===== src/rtl/count_monitor.sv =====
// Passive step checker for a W-bit up/down counter. It predicts each count from the previous
// sample and flags mismatches. It also reports wrap-around and threshold hits as registered pulses.
module count_monitor #(
  parameter int unsigned W   = 4,
  parameter int unsigned ECW = 8
) (
  input  logic           clk,
  input  logic           rstn,
  input  logic           en,
  input  logic [W-1:0]   obs_cnt,
  input  logic           obs_dir,
  input  logic           obs_rstn,
  input  logic [W-1:0]   thresh,
  input  logic           clr_err,
  output logic           thr_hit,
  output logic           wrap_up,
  output logic           wrap_dn,
  output logic           err,
  output logic           err_sticky,
  output logic [ECW-1:0] err_cnt,
  output logic [1:0]     state
);

  typedef enum logic [1:0] {
    StIdle  = 2'd0,
    StPrime = 2'd1,
    StTrack = 2'd2
  } state_e;

  localparam logic [W-1:0]   CntMax = '1;
  localparam logic [ECW-1:0] ErrMax = '1;

  state_e         state_q, state_d;
  logic [W-1:0]   prev_cnt_q, prev_cnt_d;
  logic           prev_dir_q, prev_dir_d;
  logic           prev_rst_q, prev_rst_d;
  logic           thr_hit_q, thr_hit_d;
  logic           wrap_up_q, wrap_up_d;
  logic           wrap_dn_q, wrap_dn_d;
  logic           err_q, err_d;
  logic           err_sticky_q, err_sticky_d;
  logic [ECW-1:0] err_cnt_q, err_cnt_d;

  logic [W-1:0]   exp_cnt;
  logic           tracking;
  logic           sampling;
  logic           mismatch;

  always_comb begin
    state_d      = StIdle;
    prev_cnt_d   = prev_cnt_q;
    prev_dir_d   = prev_dir_q;
    prev_rst_d   = prev_rst_q;
    exp_cnt      = '0;
    tracking     = 1'b0;
    sampling     = 1'b0;
    mismatch     = 1'b0;
    thr_hit_d    = 1'b0;
    wrap_up_d    = 1'b0;
    wrap_dn_d    = 1'b0;
    err_sticky_d = err_sticky_q;
    err_cnt_d    = err_cnt_q;

    case (state_q)
      StIdle: begin
        state_d = en ? StPrime : StIdle;
      end
      StPrime: begin
        sampling = 1'b1;
        state_d  = en ? StTrack : StIdle;
      end
      StTrack: begin
        sampling = 1'b1;
        tracking = 1'b1;
        state_d  = en ? StTrack : StIdle;
      end
      default: begin
        state_d = StIdle;
      end
    endcase

    // The previous sample is the exact cause of the current count.
    if (!prev_rst_q) begin
      exp_cnt = '0;
    end else if (prev_dir_q) begin
      exp_cnt = prev_cnt_q + W'(1);
    end else begin
      exp_cnt = prev_cnt_q - W'(1);
    end

    if (sampling) begin
      prev_cnt_d = obs_cnt;
      prev_dir_d = obs_dir;
      prev_rst_d = obs_rstn;
      thr_hit_d  = (obs_cnt == thresh);
    end

    if (tracking) begin
      mismatch  = (obs_cnt != exp_cnt);
      wrap_up_d = prev_rst_q && prev_dir_q && (prev_cnt_q == CntMax) && (obs_cnt == '0);
      wrap_dn_d = prev_rst_q && !prev_dir_q && (prev_cnt_q == '0) && (obs_cnt == CntMax);
    end

    // A mismatch on the clearing edge wins and counts as the first new error.
    if (mismatch) begin
      err_sticky_d = 1'b1;
      if (clr_err) begin
        err_cnt_d = ECW'(1);
      end else if (err_cnt_q != ErrMax) begin
        err_cnt_d = err_cnt_q + ECW'(1);
      end
    end else if (clr_err) begin
      err_sticky_d = 1'b0;
      err_cnt_d    = '0;
    end

    err_d = mismatch;
  end

  always_ff @(posedge clk) begin
    if (!rstn) begin
      state_q      <= StIdle;
      prev_cnt_q   <= '0;
      prev_dir_q   <= 1'b0;
      prev_rst_q   <= 1'b0;
      thr_hit_q    <= 1'b0;
      wrap_up_q    <= 1'b0;
      wrap_dn_q    <= 1'b0;
      err_q        <= 1'b0;
      err_sticky_q <= 1'b0;
      err_cnt_q    <= '0;
    end else begin
      state_q      <= state_d;
      prev_cnt_q   <= prev_cnt_d;
      prev_dir_q   <= prev_dir_d;
      prev_rst_q   <= prev_rst_d;
      thr_hit_q    <= thr_hit_d;
      wrap_up_q    <= wrap_up_d;
      wrap_dn_q    <= wrap_dn_d;
      err_q        <= err_d;
      err_sticky_q <= err_sticky_d;
      err_cnt_q    <= err_cnt_d;
    end
  end

  assign thr_hit    = thr_hit_q;
  assign wrap_up    = wrap_up_q;
  assign wrap_dn    = wrap_dn_q;
  assign err        = err_q;
  assign err_sticky = err_sticky_q;
  assign err_cnt    = err_cnt_q;
  assign state      = state_q;

endmodule


===== config.mk =====
export PLATFORM = sky130hd
export DESIGN_NAME = count_monitor
export DESIGN_NICKNAME = d
export VERILOG_FILES = /design/src/rtl/count_monitor.sv
export SDC_FILE = /design/constraint.sdc
export NUM_CORES = 1
export LEC_CHECK = 0
export ABC_AREA = 1
export CORE_AREA = 2 2 52 54
export DETAILED_ROUTE_END_ITERATION = 16
export DIE_AREA = 0 0 54 56
export PLACE_DENSITY = 0.79
export SLEW_MARGIN = 5
export SYNTH_ARGS = -nofsm -noshare
export SYNTH_HDL_FRONTEND = slang
export SYNTH_SLANG_ARGS = --single-unit
export TNS_END_PERCENT = 50

===== constraint.sdc =====
create_clock -name clk -period 4.3 [get_ports clk]
set_input_delay 0.645 -clock clk [delete_from_list [all_inputs] [get_ports clk]]
set_output_delay 0.645 -clock clk [all_outputs]
set_load 0.05 [all_outputs]

**Yosys cells after proc, flatten, opt, wreduce, memory -nomap -nowiden**

Cells that the tools add are included.

- Register bits: 21
- Input bits: 14
- Output and inout port bits: 15
- Word-level logic and storage cells: 50

- Add/subtract/negate cells: 3
- Equality and inequality tests: 7
- Muxes and demuxes: 14
- Reduce and logical (&&, ||, !) cells: 16

Operator list:

| cell | count |
|---|---|
| $mux 8 | 4 |
| $add 8x1->8 const B | 1 |
| $eq 4x4->1 const B | 2 |
| $logic_not 4->1 | 2 |
| $mux 4 | 2 |
| $ne 8x8->1 const B | 1 |
| $logic_and 1x1->1 | 6 |
| $mux 1 | 6 |
| $reduce_and 2->1 | 3 |
| $add 4x1->4 const B | 1 |
| $eq 4x4->1 | 1 |
| $ne 4x4->1 | 1 |
| $pmux 2 s2 | 1 |
| $reduce_bool 2->1 | 2 |
| $sub 4x1->4 const B | 1 |
| $eq 2x1->1 const B | 1 |
| $eq 2x2->1 const B | 1 |
| $logic_not 2->1 | 1 |
| $mux 2 | 1 |
| $reduce_or 2->1 | 1 |
| $logic_not 1->1 | 1 |

**Longest topological paths before layout**

Gate-level depths: netlist (run 1).

- Word-level depth: 7
- Mapped depth: 13
- Depth with buffers taken out: 13

**Worst setup path after synthesis (run 1)**

OpenSTA, ideal clock, no wires.

- Path kind: register to register
- Start: register prev_cnt_q[0]
- End: register err_cnt_q[3], in the netlist err_cnt[3]
- Library setup time: 0.072 ns
- Arrival time: 1.786 ns
- Required time: 4.228 ns
- Slack: 2.441 ns
- Stages on the path, launching flop included: 12
- Buffers on the path: 0
- Period minus slack after synthesis: 1.859 ns
- Cell sequence: dfxtp_1 > inv_2 > fa_1 > inv_1 > nand2_2 > xor2_1 > nand2_1 > nor2_2 > nand3_4 > nand3_4 > nand3_1 > a21oi_1

- Word-level cells in the longest chain between the ends: 7
- Elaborated cells on any way between the ends: 9
- Those cells by class: add/sub (2); eq/ne (1); mux (4); reduce/logical (2)

RTL lines:

| what | RTL line | RTL |
|---|---|---|
| from (decl) | 34 | `logic [W-1:0] prev_cnt_q, prev_cnt_d;` |
| from (signal assigned) | 134 | `prev_cnt_q <= prev_cnt_d;` |
| $sub 4x1->4 / $add 4x1->4 (equally long branches) | 88, 86 |  |
| $mux 4 * | 85 | `end else if (prev_dir_q) begin` |
| $mux 4 * | 83 | `if (!prev_rst_q) begin` |
| $ne 4x4->1 * | 99 | `mismatch = (obs_cnt != exp_cnt);` |
| $mux 1 * | 98 | `if (tracking) begin` |
| $reduce_bool 2->1 (no source line) | - |  |
| $reduce_and 2->1 (no source line) | - |  |
| to (signal assigned) | 142 | `err_cnt_q <= err_cnt_d;` |
| to (decl) | 42 | `logic [ECW-1:0] err_cnt_q, err_cnt_d;` |

Every way passes the cells marked *; elsewhere a longest branch is shown, timed or not.
A chain may end at the register's enable or synchronous reset.

**Worst setup path in the final report (run 1)**

- Start: register err_cnt_q[3], in the netlist err_cnt[3]
- End: output port err_cnt[3]

RTL lines:

| what | RTL line | RTL |
|---|---|---|
| to (decl) | 20 | `output logic [ECW-1:0] err_cnt,` |

No word-level cell between the ends.

==> results of run 1 <==
## power breakdown
group	switching, mW	internal (mW)
clock	0.0562	0.0360
sequential	0.00907	0.202
combinational	0.0542	0.0364
total	0.119	0.274
## state kept, by name, indices dropped and copies added, names as in the netlist
name / cells
thr_hit: 1
wrap_up: 1
prev_cnt_q: 4
prev_rst_q: 1
prev_dir_q: 1
err: 1
wrap_dn: 1
state: 2
err_cnt: 8
err_sticky: 1
## synth_stat cells, types with 2 or more instances
library cell  count
nor3_1            2
nand3_4           2
dfxtp_1          21
o21ai_0           8
and3_1            2
xor2_1            6
clkinv_1          2
a21oi_1          17
nand4_1          11
nor2_1            7
inv_1            19
ha_1              6
inv_2             3
nand2_2           2
xnor2_1           2
nor4_1            2
nand2_1          26
nand3_1          14
clkbuf_1          2
## placed cells by master (no fill, tap or decap)
cell / count
clkdlybuf4s50_1: 28
nand2_1: 26
dfxtp_1: 21
inv_1: 19
a21oi_1: 17
nand3_1: 14
nand4_1: 11
o21ai_0: 8
nor2_1: 7
xor2_1: 6
ha_1: 6
inv_2: 3
clkbuf_4: 3
nor3_1: 2
nand2_2: 2
nand3_4: 2
and3_1: 2
clkinv_1: 2
xnor2_1: 2
nor4_1: 2
or2_1: 1
nor2_2: 1
or2_2: 1
o211ai_1: 1
a2111oi_0: 1
fa_1: 1
clkbuf_1: 1
## per-layer routing
| layer | vias up | track usage [%] | part of all wire, % |
|---|---|---|---|
| li1 | 602 | - | - |
| met1 | 564 | 21.9 | 42 |
| met2 | 44 | 34.0 | 52 |
| met3 | 5 | 2.96 | 5.6 |
| met4 | 0 | 4.29 | 0.51 |
| met5 | - | 0 | 0 |
## worst max path at each step
stage	slack, ns	end	start
2_1_floorplan	2.44	err_cnt[3]$_SDFFE_PN0P_	prev_cnt_q[0]$_SDFFE_PN0N_
3_3_place_gp	2.16	err_cnt[6]$_SDFFE_PN0P_	obs_cnt[0]
3_5_place_dp	2.11	thr_hit$_SDFF_PN0_	rstn
4_1_cts	2.06	err_cnt[3]	err_cnt[3]$_SDFFE_PN0P_
5_1_grt	2.03	err_cnt[2]	err_cnt[2]$_SDFFE_PN0P_
6_report	2.06	err_cnt[3]	err_cnt[3]$_SDFFE_PN0P_
## per-stage QoR
| step | util (%) | total power [mW] |
|---|---|---|
| final | 62.7 | 0.394 |
| after global routing | 62.7 | 0.417 |
| after CTS | 62.7 | 0.395 |
| after detailed placement | 61.6 | 0.305 |
| after global placement | 61.6 | 0.301 |
| after floorplan | - | 0.276 |
## kinds of logic (layout without fill, tap and decap cells)
kind of cell / Yosys count / after routing / synth area share (%)
AOI/OAI and AO/OA: 27 / 27 / 11.7
DFF: 21 / 21 / 34.8
and+or+nand+nor: 71 / 71 / 30.2
buffers and inverters: 28 / 56 / 9.64
adders and majority gates: 7 / 7 / 7.88
xor gates and xnor gates: 8 / 8 / 5.80
## cell type report
| class | instances | area (um2) |
|---|---|---|
| fill | 232 | 907 |
| timing repair buffer | 28 | 280 |
| multi-input combinational | 113 | 671 |
| sequential | 21 | 420 |
| tap | 30 | 37.5 |
| inverter | 24 | 90.1 |
| clock buffer | 4 | 26.3 |
==> results_dict.tcl, run 1 <==
set metrics [dict create \
    dieArea_mm2 0.00302 \
    worstSetupEndpointType "primary output" \
    drv_cap 0 \
    fin_area_mm2 0.00153 \
    wl_um 2730 \
    drc 0 \
    ff2ff_setup_slack_ns 2.23 \
    crit_arrival_ns 1.60 \
    setup_violations 0 \
    drive_gt1_share_pct 6.32 \
    io_buffers 28 \
    clock_path_buffers 2 \
    setup_ws_ns 2.06 \
    grt_setup_unrepaired "no" \
    chipWidth_um 54 \
    synth-seq-cells 21 \
    initial_core_util_pct 49.6 \
    netlist_area_mm2 0.00121 \
    finalCriticalPeriod_ns 2.24 \
    status "complete, no violations" \
    tritoncts "yes" \
    row_count 18 \
    nNetsFinal 212 \
    finClkSkew_ns 0.00938 \
    crit_fanout 6 \
    coreArea_mm2 0.00243 \
    worstPathCellList "clkdlybuf4s50_1" \
    syn-num-nets 183 \
    powerDensity_mw_per_mm2 258 \
    pre_cts_ws_ns 2.11 \
    ir_drop_uv 183 \
    place_inst 216 \
    firstDrtPassIters 4 \
    clock_sinks 21 \
    async_reset_ff_share_pct 0 \
    slew_headroom_pct 66.2 \
    maxSlewViolCount 0 \
    r2r_cells 11 \
    gr-total-overflow 0 \
    clk_latency_ns 0.29 \
    cp_num_cells 1 \
    worstHoldEndpoint "err_sticky$_SDFFE_PN0P_" \
    h-tree-depth 1 \
    avgSynthCellArea_um2 7.45 \
    ctsHoldBuffers 0 \
    dp.final_hpwl_um 2190 \
    synth_ff_type "dfxtp_1" \
    critical_path.top_delay_family "buffers and inverters" \
    cts-root-buf "clkbuf_4" \
    grt_max_degree 12 \
    r2r_start "prev_cnt_q[1]$_SDFFE_PN0N_" \
    hold_path_depth 2 \
    cpPeakStageDelay_ns 0.84 \
    hold_slack_ns 0.474 \
    grt_pass1_wl_um 4400 \
    cp.required_ns 3.65 \
    critPathKind "reg -> out" \
    grt_util_all_layers_pct 18.6 \
    clk_pin_slew_ns 0.12 \
    postCtsResizedCells 0 \
    finalNonFillerCells 220 \
    postCtsSetupBuffers 0 \
    ys_warn_count 0 \
    first_iter_violations 32 \
    viasPerCell 5.52 \
    hp-class "reg -> reg" \
    grt_pass1_vias 1069 \
    synth_edf_count 0 \
    r2r_end "err_cnt[7]$_SDFFE_PN0P_" \
    finalCritPeriodShare_pct 52.1 \
    antenna_cells 0 \
    antenna_found_initial 0 \
    cts_buffers 3 \
    start_kind "flop" \
    wire_per_inst_um 12.4 \
    ys_top_cells_by_area "dfxtp_1 35%, nand2_1 8.1%, a21oi_1 7.0%" \
    max_slew.worst_pin.slew_ns 0.505 \
    hold_violations 0 \
    synth.top_cell.area_share_pct 34.8 \
    ioPinCount 29 \
    netlist_instances 162 \
    seq_area_frac_synth_pct 34.8 \
    area_delta_synth_final_pct 26.3 \
    place_area_mm2 0.00150 \
    vias 1215 \
    worstHoldStart "err_sticky$_SDFFE_PN0P_" \
    yosysTopAreaCell "dfxtp_1" \
    crit_slowest_cell "clkdlybuf4s50_1" \
    p_leak_nw 0.631 \
    place.gp.congestion 0.809 \
    path_buf_inv 1 \
    tns_ns 0 \
    max_freq_ghz 0.446 \
    ant_nets 0 \
    synth_cell_types 27 \
    die_h_um 56 \
]
(Power assumes the default switching activity.)
==> run 2: changes to the inputs <==
--- a/config.mk
+++ b/config.mk
@@ -6,10 +6,10 @@
 export NUM_CORES = 1
 export LEC_CHECK = 0
 export ABC_AREA = 1
-export CORE_AREA = 2 2 52 54
+export CORE_AREA = 2 2 54 56
 export DETAILED_ROUTE_END_ITERATION = 16
-export DIE_AREA = 0 0 54 56
-export PLACE_DENSITY = 0.79
+export DIE_AREA = 0 0 56 58
+export PLACE_DENSITY = 0.74
 export SLEW_MARGIN = 5
 export SYNTH_ARGS = -nofsm -noshare
 export SYNTH_HDL_FRONTEND = slang
==> constraint.sdc (replaced) <==
create_clock -name clk -period 2.2 [get_ports clk]
set_input_delay 0.33 -clock clk [delete_from_list [all_inputs] [get_ports clk]]
set_output_delay 0.33 -clock clk [all_outputs]
set_load 0.05 [all_outputs]
==> results_dict.tcl, run 2 (synthesis gave the netlist of run 1 again) <==
set metrics [dict create \
    place_inst 218 \
    postCtsResizedCells 0 \
    tns_ns 0 \
    gr-total-overflow 0 \
    grt_util_all_layers_pct 17.5 \
    slew_headroom_pct 66.7 \
    dp.final_hpwl_um 2190 \
    antenna_cells 0 \
    clock_path_buffers 2 \
    maxSlewViolCount 0 \
    cp.required_ns 2.42 \
    viasPerCell 5.27 \
    firstDrtPassIters 4 \
    wire_per_inst_um 12.0 \
    place.gp.congestion 0.844 \
    tritoncts "yes" \
    grt_max_degree 12 \
    multiInputGateArea_um2 671 \
    p_leak_nw 0.636 \
    layout_commonest_cell "clkdlybuf4s50_1" \
    vias 1171 \
    grt_setup_unrepaired "no" \
    crit_fanout 8 \
    ioPinCount 29 \
    powerDensity_mw_per_mm2 499 \
    critPathKind "reg -> reg" \
    setup_violations 0 \
    drive_gt1_share_pct 6.81 \
    most-common-layout-cells "28 x clkdlybuf4s50_1, 26 x nand2_1, 21 x dfxtp_1" \
    grt_pass1_vias 1093 \
    drv_cap 0 \
    dieArea_mm2 0.00325 \
    clock_sinks 21 \
    cpPeakStageDelay_ns 0.53 \
    cts-root-buf "clkbuf_4" \
    nNetsFinal 213 \
    finalNonFillerCells 222 \
    ctsHoldBuffers 0 \
    worstSetupEndpointType "flop" \
    max_slew.worst_pin.slew_ns 0.498 \
    final.fill_count 274 \
    finalCritPeriodShare_pct 91.6 \
    cpMostUsedCell "nand3_4" \
    ant_nets 0 \
    chipWidth_um 56 \
    ir_drop_uv 322 \
    max_freq_ghz 0.496 \
    clk_pin_slew_ns 0.11 \
    hold_path_depth 2 \
    start_kind "flop" \
    grt_pass1_wl_um 4700 \
    area_delta_synth_final_pct 27.0 \
    coreArea_mm2 0.00266 \
    cts_buffers 3 \
    status "complete, no violations" \
    die_h_um 58 \
    wl_um 2680 \
    antenna_found_initial 0 \
    finalCriticalPeriod_ns 2.02 \
    hp-class "reg -> reg" \
    hold_violations 0 \
    initial_core_util_pct 45.3 \
    drc 0 \
    crit_arrival_ns 2.23 \
    worstPathCellList "inv_2, fa_1, inv_1, nand2_2, xor2_1, nand2_1, nor2_2, nand3_4, nand3_4, nand3_1, a21oi_1" \
    clk_latency_ns 0.29 \
    h-tree-depth 1 \
    first_iter_violations 40 \
    crit_slowest_cell "fa_1" \
    largest_reg_flops 8 \
    finClkSkew_ns 0.00369 \
    io_buffers 28 \
    r2r_cells 11 \
    row_count 19 \
    postCtsSetupBuffers 0 \
    area.sequential_um2 420 \
]
## run 2: cell types whose count changed in the layout (fill, tap and decap cells not counted)
cell   change
buf_4      +1
## run 2: power breakdown
group	switching [mW]	leakage, nW	internal [mW]
clock network	0.107	0.0150	0.0704
registers	0.0170	0.171	0.395
logic	0.104	0.450	0.0720
## run 2: per-layer routing
metal	vias to the layer above	track usage (%)	wire (um)
met2	32	31.6	1360
met5	-	0	0
met3	2	2.90	143
li1	600	-	-
met1	537	22.2	1170
met4	0	3.74	7
## run 2: critical path: cells and delay by family (launching register included)
| family | cells | cell delay (ns) |
|---|---|---|
| simple gates | 6 | 0.61 |
| fa+ha+maj | 1 | 0.53 |
| flops | 1 | 0.40 |
| xor+xnor | 1 | 0.15 |
| compound gates | 1 | 0.15 |
| buf+inv | 2 | 0.13 |
## run 2: path summary, 6_finish.rpt
| check | end | start | slack, ns |
|---|---|---|---|
| min | err_sticky$_SDFFE_PN0P_ | err_sticky$_SDFFE_PN0P_ | 0.50 |
| max reg2reg | err_cnt[1]$_SDFFE_PN0P_ | prev_cnt_q[0]$_SDFFE_PN0N_ | 0.18 |
| max | err_cnt[1]$_SDFFE_PN0P_ | prev_cnt_q[0]$_SDFFE_PN0N_ | 0.18 |
| min reg2reg | err_sticky$_SDFFE_PN0P_ | err_sticky$_SDFFE_PN0P_ | 0.50 |
## run 2: cell type report
class	count	area share, %
clock buffers	4	1.71
inverters	24	5.87
multi-input cells	113	43.7
flip-flops and latches	21	27.4
well taps	31	2.53
repair buffers	29	18.8
## run 2: per-stage QoR
step           hold slack, ns  total power, mW  setup WS (ns)  instance area, um2  util [%]
2_1_floorplan           0.446            0.539          0.341                1210         -
3_5_place_dp            0.490            0.596          0.202                1510      56.6
3_3_place_gp            0.460            0.591          0.241                1510      56.6
6_report                0.498            0.765          0.184                1530      57.6
5_1_grt                 0.534            0.818         0.0206                1530      57.6
4_1_cts                 0.506            0.775          0.178                1530      57.6
==> run 3: changes to the inputs <==
--- a/config.mk
+++ b/config.mk
@@ -7,10 +7,10 @@
 export LEC_CHECK = 0
 export ABC_AREA = 1
 export CORE_AREA = 2 2 54 56
+export CTS_CLUSTER_SIZE = 8
 export DETAILED_ROUTE_END_ITERATION = 16
 export DIE_AREA = 0 0 56 58
-export PLACE_DENSITY = 0.74
-export SLEW_MARGIN = 5
+export PLACE_DENSITY = 0.78
 export SYNTH_ARGS = -nofsm -noshare
 export SYNTH_HDL_FRONTEND = slang
 export SYNTH_SLANG_ARGS = --single-unit
==> results_dict.tcl, run 3 (synthesis gave the netlist of run 1 again) <==
set metrics [dict create \
    grt_max_degree 13 \
    area.sequential_um2 423 \
    p_leak_nw 0.640 \
    worstPathCellList "inv_2, fa_1, inv_1, nand2_2, xor2_1, nand2_1, nor2_2, nand3_4, nand3_4, nand3_1, a21oi_1" \
    gr-total-overflow 0 \
    clock_sinks 21 \
    clk_pin_slew_ns 0.12 \
    cts-root-buf "clkbuf_4" \
    tns_ns 0 \
    clock_path_buffers 2 \
    max_slew.worst_pin.slew_ns 0.513 \
    cp.required_ns 2.42 \
    place.gp.congestion 0.899 \
    h-tree-depth 1 \
    worstSetupEndpointType "flop" \
    cpMostUsedCell "nand3_4" \
    start_kind "flop" \
    postCtsResizedCells 0 \
    die_h_um 58 \
    grt_pass1_vias 1099 \
    powerDensity_mw_per_mm2 503 \
    wl_um 2710 \
    slew_headroom_pct 65.7 \
    ir_drop_uv 529 \
    nNetsFinal 213 \
    ff2ff_setup_slack_ns 0.17 \
    crit_start "prev_cnt_q[0]$_SDFFE_PN0N_" \
    hold_path_depth 2 \
    drive_gt1_share_pct 8.38 \
    viasPerCell 5.21 \
    r2r_start "prev_cnt_q[0]$_SDFFE_PN0N_" \
    cpPeakStageDelay_ns 0.53 \
    multiInputGateArea_um2 671 \
    dieArea_mm2 0.00325 \
    final.fill_count 253 \
    antenna_found_initial 0 \
    firstDrtPassIters 4 \
    pre_cts_ws_ns 0.186 \
    max_freq_ghz 0.492 \
    antenna_cells 0 \
    row_count 19 \
    largest_reg_flops 8 \
    hold_violations 0 \
    hp-class "reg -> reg" \
    status "complete, no violations" \
    crit_slowest_cell "fa_1" \
    wire_per_inst_um 12.2 \
    finalCritPeriodShare_pct 92.4 \
    chipWidth_um 56 \
    setup_violations 0 \
    most-common-layout-cells "28 x clkdlybuf4s50_1, 26 x nand2_1, 19 x inv_1, 19 x dfxtp_1, 17 x a21oi_1" \
    ctsHoldBuffers 0 \
    r2r_cells 11 \
    crit_arrival_ns 2.25 \
    clk_latency_ns 0.31 \
    endpoint "err_cnt[2]$_SDFFE_PN0P_" \
    grt_setup_unrepaired "no" \
    place_area_mm2 0.00151 \
    dp.final_hpwl_um 2190 \
    finClkSkew_ns 0.0166 \
    tritoncts "yes" \
    finalCriticalPeriod_ns 2.03 \
    initial_core_util_pct 45.3 \
    vias 1157 \
    critical_path.top_delay_family "simple AND/OR/NAND/NOR gates" \
    ant_nets 0 \
    first_iter_violations 33 \
    setup_ws_ns 0.168 \
    maxSlewViolCount 0 \
    r2r_end "err_cnt[2]$_SDFFE_PN0P_" \
    area_delta_synth_final_pct 27.4 \
    drc 0 \
    layout_commonest_cell "clkdlybuf4s50_1" \
    cts_buffers 3 \
    crit_fanout 8 \
    path_buf_inv 2 \
    coreArea_mm2 0.00266 \
    hold_slack_ns 0.491 \
    io_buffers 28 \
    drv_cap 0 \
    ioPinCount 29 \
    fin_area_mm2 0.00154 \
    grt_util_all_layers_pct 17.0 \
    critPathKind "reg -> reg" \
    grt_pass1_wl_um 4420 \
    postCtsSetupBuffers 0 \
    cp_num_cells 11 \
]
==> run 3: tightest hold or removal path, cell delays in order (launching register included) <==
cell     delay, ns
dfxtp_1       0.34
nand2_1       0.06
a21oi_1       0.06
==> run 3: report_power, final <==
part | leakage (nW) | internal, mW | switching [mW]
clock network | 0.0177 | 0.0678 | 0.116
logic | 0.450 | 0.0723 | 0.105
registers | 0.171 | 0.395 | 0.0168
==> run 3: metal layers <==
| metal | up-vias | wire [um] | GRT usage (%) |
|---|---|---|---|
| met5 | - | 0 | 0 |
| li1 | 598 | - | - |
| met3 | 6 | 97 | 2.46 |
| met1 | 525 | 1150 | 18.8 |
| met4 | 0 | 39 | 6.80 |
| met2 | 28 | 1420 | 32.8 |
==> run 3: stage by stage <==
| stage | util (%) | cells | power [mW] |
|---|---|---|---|
| floorplan | - | 162 | 0.539 |
| global placement | 56.6 | 218 | 0.590 |
| CTS | 57.7 | 222 | 0.779 |
| finish | 57.8 | 222 | 0.773 |
| detailed placement | 56.6 | 218 | 0.597 |
| global route | 57.8 | 222 | 0.817 |
==> run 3: worst min-delay path by stage <==
stage / slack (ns) / from / to
final: 0.49 / err_sticky$_SDFFE_PN0P_ / err_sticky$_SDFFE_PN0P_
after global placement: 0.47 / err_sticky$_SDFFE_PN0P_ / err_sticky$_SDFFE_PN0P_
after detailed placement: 0.48 / err_sticky$_SDFFE_PN0P_ / err_sticky$_SDFFE_PN0P_
after global routing: 0.54 / err_sticky$_SDFFE_PN0P_ / err_sticky$_SDFFE_PN0P_
after floorplan: 0.45 / thresh[2] / thr_hit$_SDFF_PN0_
after CTS: 0.50 / err_sticky$_SDFFE_PN0P_ / err_sticky$_SDFFE_PN0P_
==> run 3: cell type report <==
class	instances	area share [%]
Multi-Input combinational cell	113	43.6
Sequential cell	21	27.5
Inverter	24	5.86
Tap cell	31	2.52
Timing Repair Buffer	29	18.7
Clock inverter	1	0.325
Clock buffer	3	1.46
==> patch 1: new RTL, config.mk and constraints of run 3 <==
Remove the register `wrap_up_q`: a continuous assignment takes its place, so the output `wrap_up` follows one clock earlier.
--- a/src/rtl/count_monitor.sv
+++ b/src/rtl/count_monitor.sv
@@ -126,3 +126,2 @@
       thr_hit_q    <= 1'b0;
-      wrap_up_q    <= 1'b0;
       wrap_dn_q    <= 1'b0;
@@ -137,3 +136,2 @@
       thr_hit_q    <= thr_hit_d;
-      wrap_up_q    <= wrap_up_d;
       wrap_dn_q    <= wrap_dn_d;
@@ -144,2 +142,4 @@
   end
+
+  assign wrap_up_q = wrap_up_d;
 
Behaviour: not the same (a bounded check fails within 4 cycles, from zero or initial values and one cycle with rstn low).
==> patch 1 against run 3 <==
- worst hold slack lost 0.012 ns
- worst setup slack got worse by 0.012 ns
- critical path depth increased by 2
- final cell count rose by 5.0%
- area after synthesis is 5.3% higher
- design area grew 5.4%
- sequential share of layout area fell by 2.6 points
- highest routed layer unchanged
- sequential power shrank 3%
- sequential cell count is 1 lower
- critical endpoint is now err_cnt[6]
- wire length increased by 9.5%
- maximum frequency decreased by 0.59%
- power barely moved
==> patch 1: results <==
metrics = {
    "hold_path": {
        "min_from": "err_sticky",
    },
    "synthesis": {
        "synth_common_cells": "28 x nand2_1, 22 x inv_1, 20 x dfxtp_1",
        "synth_area_leaders": "dfxtp_1 31%, nand2_1 8.3%, inv_1 6.5%, ha_1 5.9%, nor2_1 5.6%",
        "ys_types": 30,
        "synth_compound_area_frac": 0.1102,
        "syn_nets": 194,
        "syn_avg_cell_area_um2": 7.348,
        "ys_seq_area_frac": 0.3150,
        "synth-xor-area-share": 0.03445,
        "post_synth_fa_ha_maj_area_fraction": 0.07480,
        "synth-main-ff-cell": "dfxtp_1",
    },
    "placed_design": {
        "place_area_um2": 1595,
        "gp_congestion": 0.8615,
        "hpwl_um": 2284,
        "place_ws_ns": 0.1260,
    },
    "global_routing": {
        "grt_first_pass_wirelength_um": 4981,
        "antenna_found_initial": 0,
        "grt_max_degree": 12,
        "grt_usage": 0.1887,
        "grt_pass1_vias": 1177,
    },
    "worst_setup_path": {
        "cp_max_fo": 10,
        "cpMaxStageDelayCell": "fa_1",
        "endpoint": "err_cnt[6]",
        "worstRegToRegCells": 13,
    },
    "routing": {
        "met1_length_um": 1275,
        "wl_met2_um": 1544,
        "drt_iter0_drc": 40,
        "wl_met3_um": 128,
        "drtPass1Iterations": 4,
        "drt-vias-per-instance": 5.408,
        "wl_um": 2972,
        "vias": 1260,
    },
    "power": {
        "comb_power_share": 0.256,
        "cellLeakagePower_nw": 0.6600,
        "switchingPower_mw": 0.2527,
        "p_int_mw": 0.5214,
        "peakVddDrop_mv": 0.3168,
        "seq-power_mw": 0.400,
        "p_per_area_nw_per_um2": 477.7,
    },
    "run_status": {
        "status": "completed",
    },
    "cts": {
        "cts_setup_buffers": 0,
    },
    "timing": {
        "worst_clock_skew_ns": 0.005847,
        "hold_slack_ns": 0.4788,
        "worst_slew_pin_slew_ns": 0.5113,
    },
    "final_layout": {
        "layout-drive-gt1-share": 0.1188,
        "fillers": 250,
    },
}
patch 1: cell count changes after synthesis, sizes merged, moves of 2 or more:
cell | run 3 | this run
nand2 | 28 | 31
buf | 2 | 4
nand3 | 16 | 20
and3 | 2 | 0
inv | 22 | 24
o2111ai | 0 | 2
xor2 | 6 | 4
a21oi | 17 | 12
nor2 | 8 | 20
patch 1: critical path, delay by kind of cell, from the launching register on:
family	cells	cell delay, ns
AND/OR/NAND/NOR	10	0.92
adder cells (fa/ha/maj)	1	0.54
flip-flops	1	0.37
buffers and inverters	2	0.12
patch 1: metal layers:
| metal | vias up | global-route usage |
|---|---|---|
| met3 | 3 | 0.02009 |
| met1 | 590 | 0.2222 |
| met2 | 31 | 0.3597 |
| met5 | - | 0 |
| met4 | 0 | 0.05782 |
| li1 | 636 | - |
patch 1: layout make-up:
type | count | share of cell area
clock buffers | 3 | 0.01390
inverters | 25 | 0.05792
multi-input cells | 123 | 0.4625
flip-flops and latches | 20 | 0.2486
well taps | 31 | 0.02394
repair buffers | 31 | 0.1931
==> patch 2: new RTL, config.mk and constraints of run 3 <==
Without the edit above. The parameter `ECW` goes from 8 to 10.
--- a/src/rtl/count_monitor.sv
+++ b/src/rtl/count_monitor.sv
@@ -4,3 +4,3 @@
   parameter int unsigned W   = 4,
-  parameter int unsigned ECW = 8
+  parameter int unsigned ECW = 10
 ) (
Ports: changed (resized err_cnt); port bits go from 29 to 31. The function was not compared with the original's and may differ.
==> patch 2 against run 3 <==
- wire length up 22%
- core utilization increased by 12 points
- sequential cell count rose by 2
- highest routed layer unchanged
- sequential share of layout area is 2.5 points lower
- worst setup slack worse by 0.019 ns
- via count increased by 27%
- design area up 20%
- die area did not move
- power up 18%
- global-route usage grew 4.8 points
- count of clock-buffer cells in the layout rose by 1
- critical path type unchanged
- area after synthesis rose by 22%
- maximum frequency shrank 0.94%
- final cell count rose by 26%
==> patch 2: results <==
metrics = {
    "final_layout": {
        "fillers": 254,
        "largest_register_ffs": 10,
        "layout-drive-gt1-share": 0.1245,
        "fin_nets": 271,
    },
    "cts": {
        "htreeDepth": 1,
    },
    "routing": {
        "met1_length_um": 1505,
        "drt_iter0_drc": 95,
        "vias": 1474,
        "wl_met2_um": 1646,
        "wl_per_cell_um": 11.84,
        "wl_met3_um": 107,
    },
    "worst_setup_path": {
        "worstPathArrival_ns": 2.31,
        "r2r_slack_ns": 0.15,
    },
    "power": {
        "p_int_mw": 0.6080,
        "cellLeakagePower_nw": 0.7797,
        "peakVddDrop_mv": 0.3481,
    },
    "timing": {
        "worst_slew_pin_slew_ns": 0.5003,
        "worst_clock_skew_ns": 0.008595,
        "hold_slack_ns": 0.4863,
        "finalCritPeriodShare": 0.9325,
    },
    "synthesis": {
        "synth_area_leaders": "dfxtp_1 31%, nand2_1 11%, nand3_1 7.8%, inv_1 6.4%, nor2_1 6.4%",
        "syn_nets": 237,
        "ys_seq_area_frac": 0.3121,
        "ys_types": 32,
        "synth_common_cells": "42 x nand2_1, 25 x inv_1, 25 x nor2_1",
    },
    "global_routing": {
        "grt_pass1_vias": 1355,
        "grt_max_degree": 19,
        "grt_usage": 0.2182,
    },
    "placed_design": {
        "gp_congestion": 0.9108,
        "place_ws_ns": 0.1249,
        "hpwl_um": 2552,
        "portBuffers": 30,
    },
    "run_status": {
        "status": "completed",
    },
}
==> patch 2: cell count changes after synthesis, moves of 3 or more <==
cell	delta
a21oi_1	-5
inv_1	+6
inv_2	+3
nand2_1	+16
nand2_4	+3
nand3_1	+9
nand3b_1	+3
nand4_1	-4
nor2_1	+18
xor2_1	-3
==> patch 2: worst paths after layout <==
kind / startpoint / end / cells after the start
hold reg to reg: err_sticky / err_sticky / 2
hold / removal: err_sticky / err_sticky / 2
setup / recovery: prev_cnt_q[0] / err_cnt[7] / 13
setup reg to reg: prev_cnt_q[0] / err_cnt[7] / 13
==> patch 2: routing by layer <==
layer	GRT usage	up-vias
li1	-	775
met1	0.2637	660
met2	0.4050	33
met3	0.02009	6
met4	0.07823	0
met5	0	-
==> patch 2: cell families (layout without fill, tap and decap cells) <==
| group | Yosys count | after routing | share of synthesized area |
|---|---|---|---|
| buffers and inverters | 37 | 70 | 0.1001 |
| AOI/OAI and AO/OA | 25 | 25 | 0.09246 |
| xor gates and xnor gates | 3 | 3 | 0.01781 |
| adders and majority gates | 7 | 7 | 0.06446 |
| DFF | 23 | 23 | 0.3121 |
| and+or+nand+nor | 121 | 121 | 0.4131 |
==> patch 2: layout make-up <==
| cell class | count | area, um^2 | share of cell area |
|---|---|---|---|
| multi-input combinational | 156 | 867.1 | 0.4689 |
| timing repair buffer | 35 | 337.8 | 0.1827 |
| inverter | 31 | 116.4 | 0.06292 |
| tap | 31 | 38.79 | 0.02097 |
| sequential | 23 | 462.9 | 0.2503 |
| clock buffer | 4 | 26.28 | 0.01421 |
==> patch 2: critical path, stage by stage, from the launching register on <==
cell and delay, ns:
dfxtp_2 0.38, inv_2 0.06, fa_1 0.52, inv_1 0.04
nand2_1 0.06, xor2_1 0.18, nand2_2 0.08, nor2_4 0.12
nand3_4 0.11, nand2_4 0.14, nand2_4 0.06, nand2_4 0.09
nor2_1 0.05, nor2_1 0.11
==> patch 2: through the flow <==
step | std cells | total power, mW | instance area [um^2]
floorplan | 216 | 0.6415 | 1475
global placement | 276 | 0.7185 | 1821
detailed placement | 276 | 0.7220 | 1821
CTS | 280 | 0.9215 | 1847
global route | 280 | 0.9734 | 1849
finish | 280 | 0.9157 | 1849
==> patch 2: power groups by stage <==
stage	clock network, mW	registers, mW	logic, mW
after floorplan	0	0.498	0.144
after detailed placement	0	0.471	0.251
after CTS	0.208	0.462	0.252
after global routing	0.226	0.467	0.280
after global placement	0	0.470	0.248
final	0.203	0.463	0.250
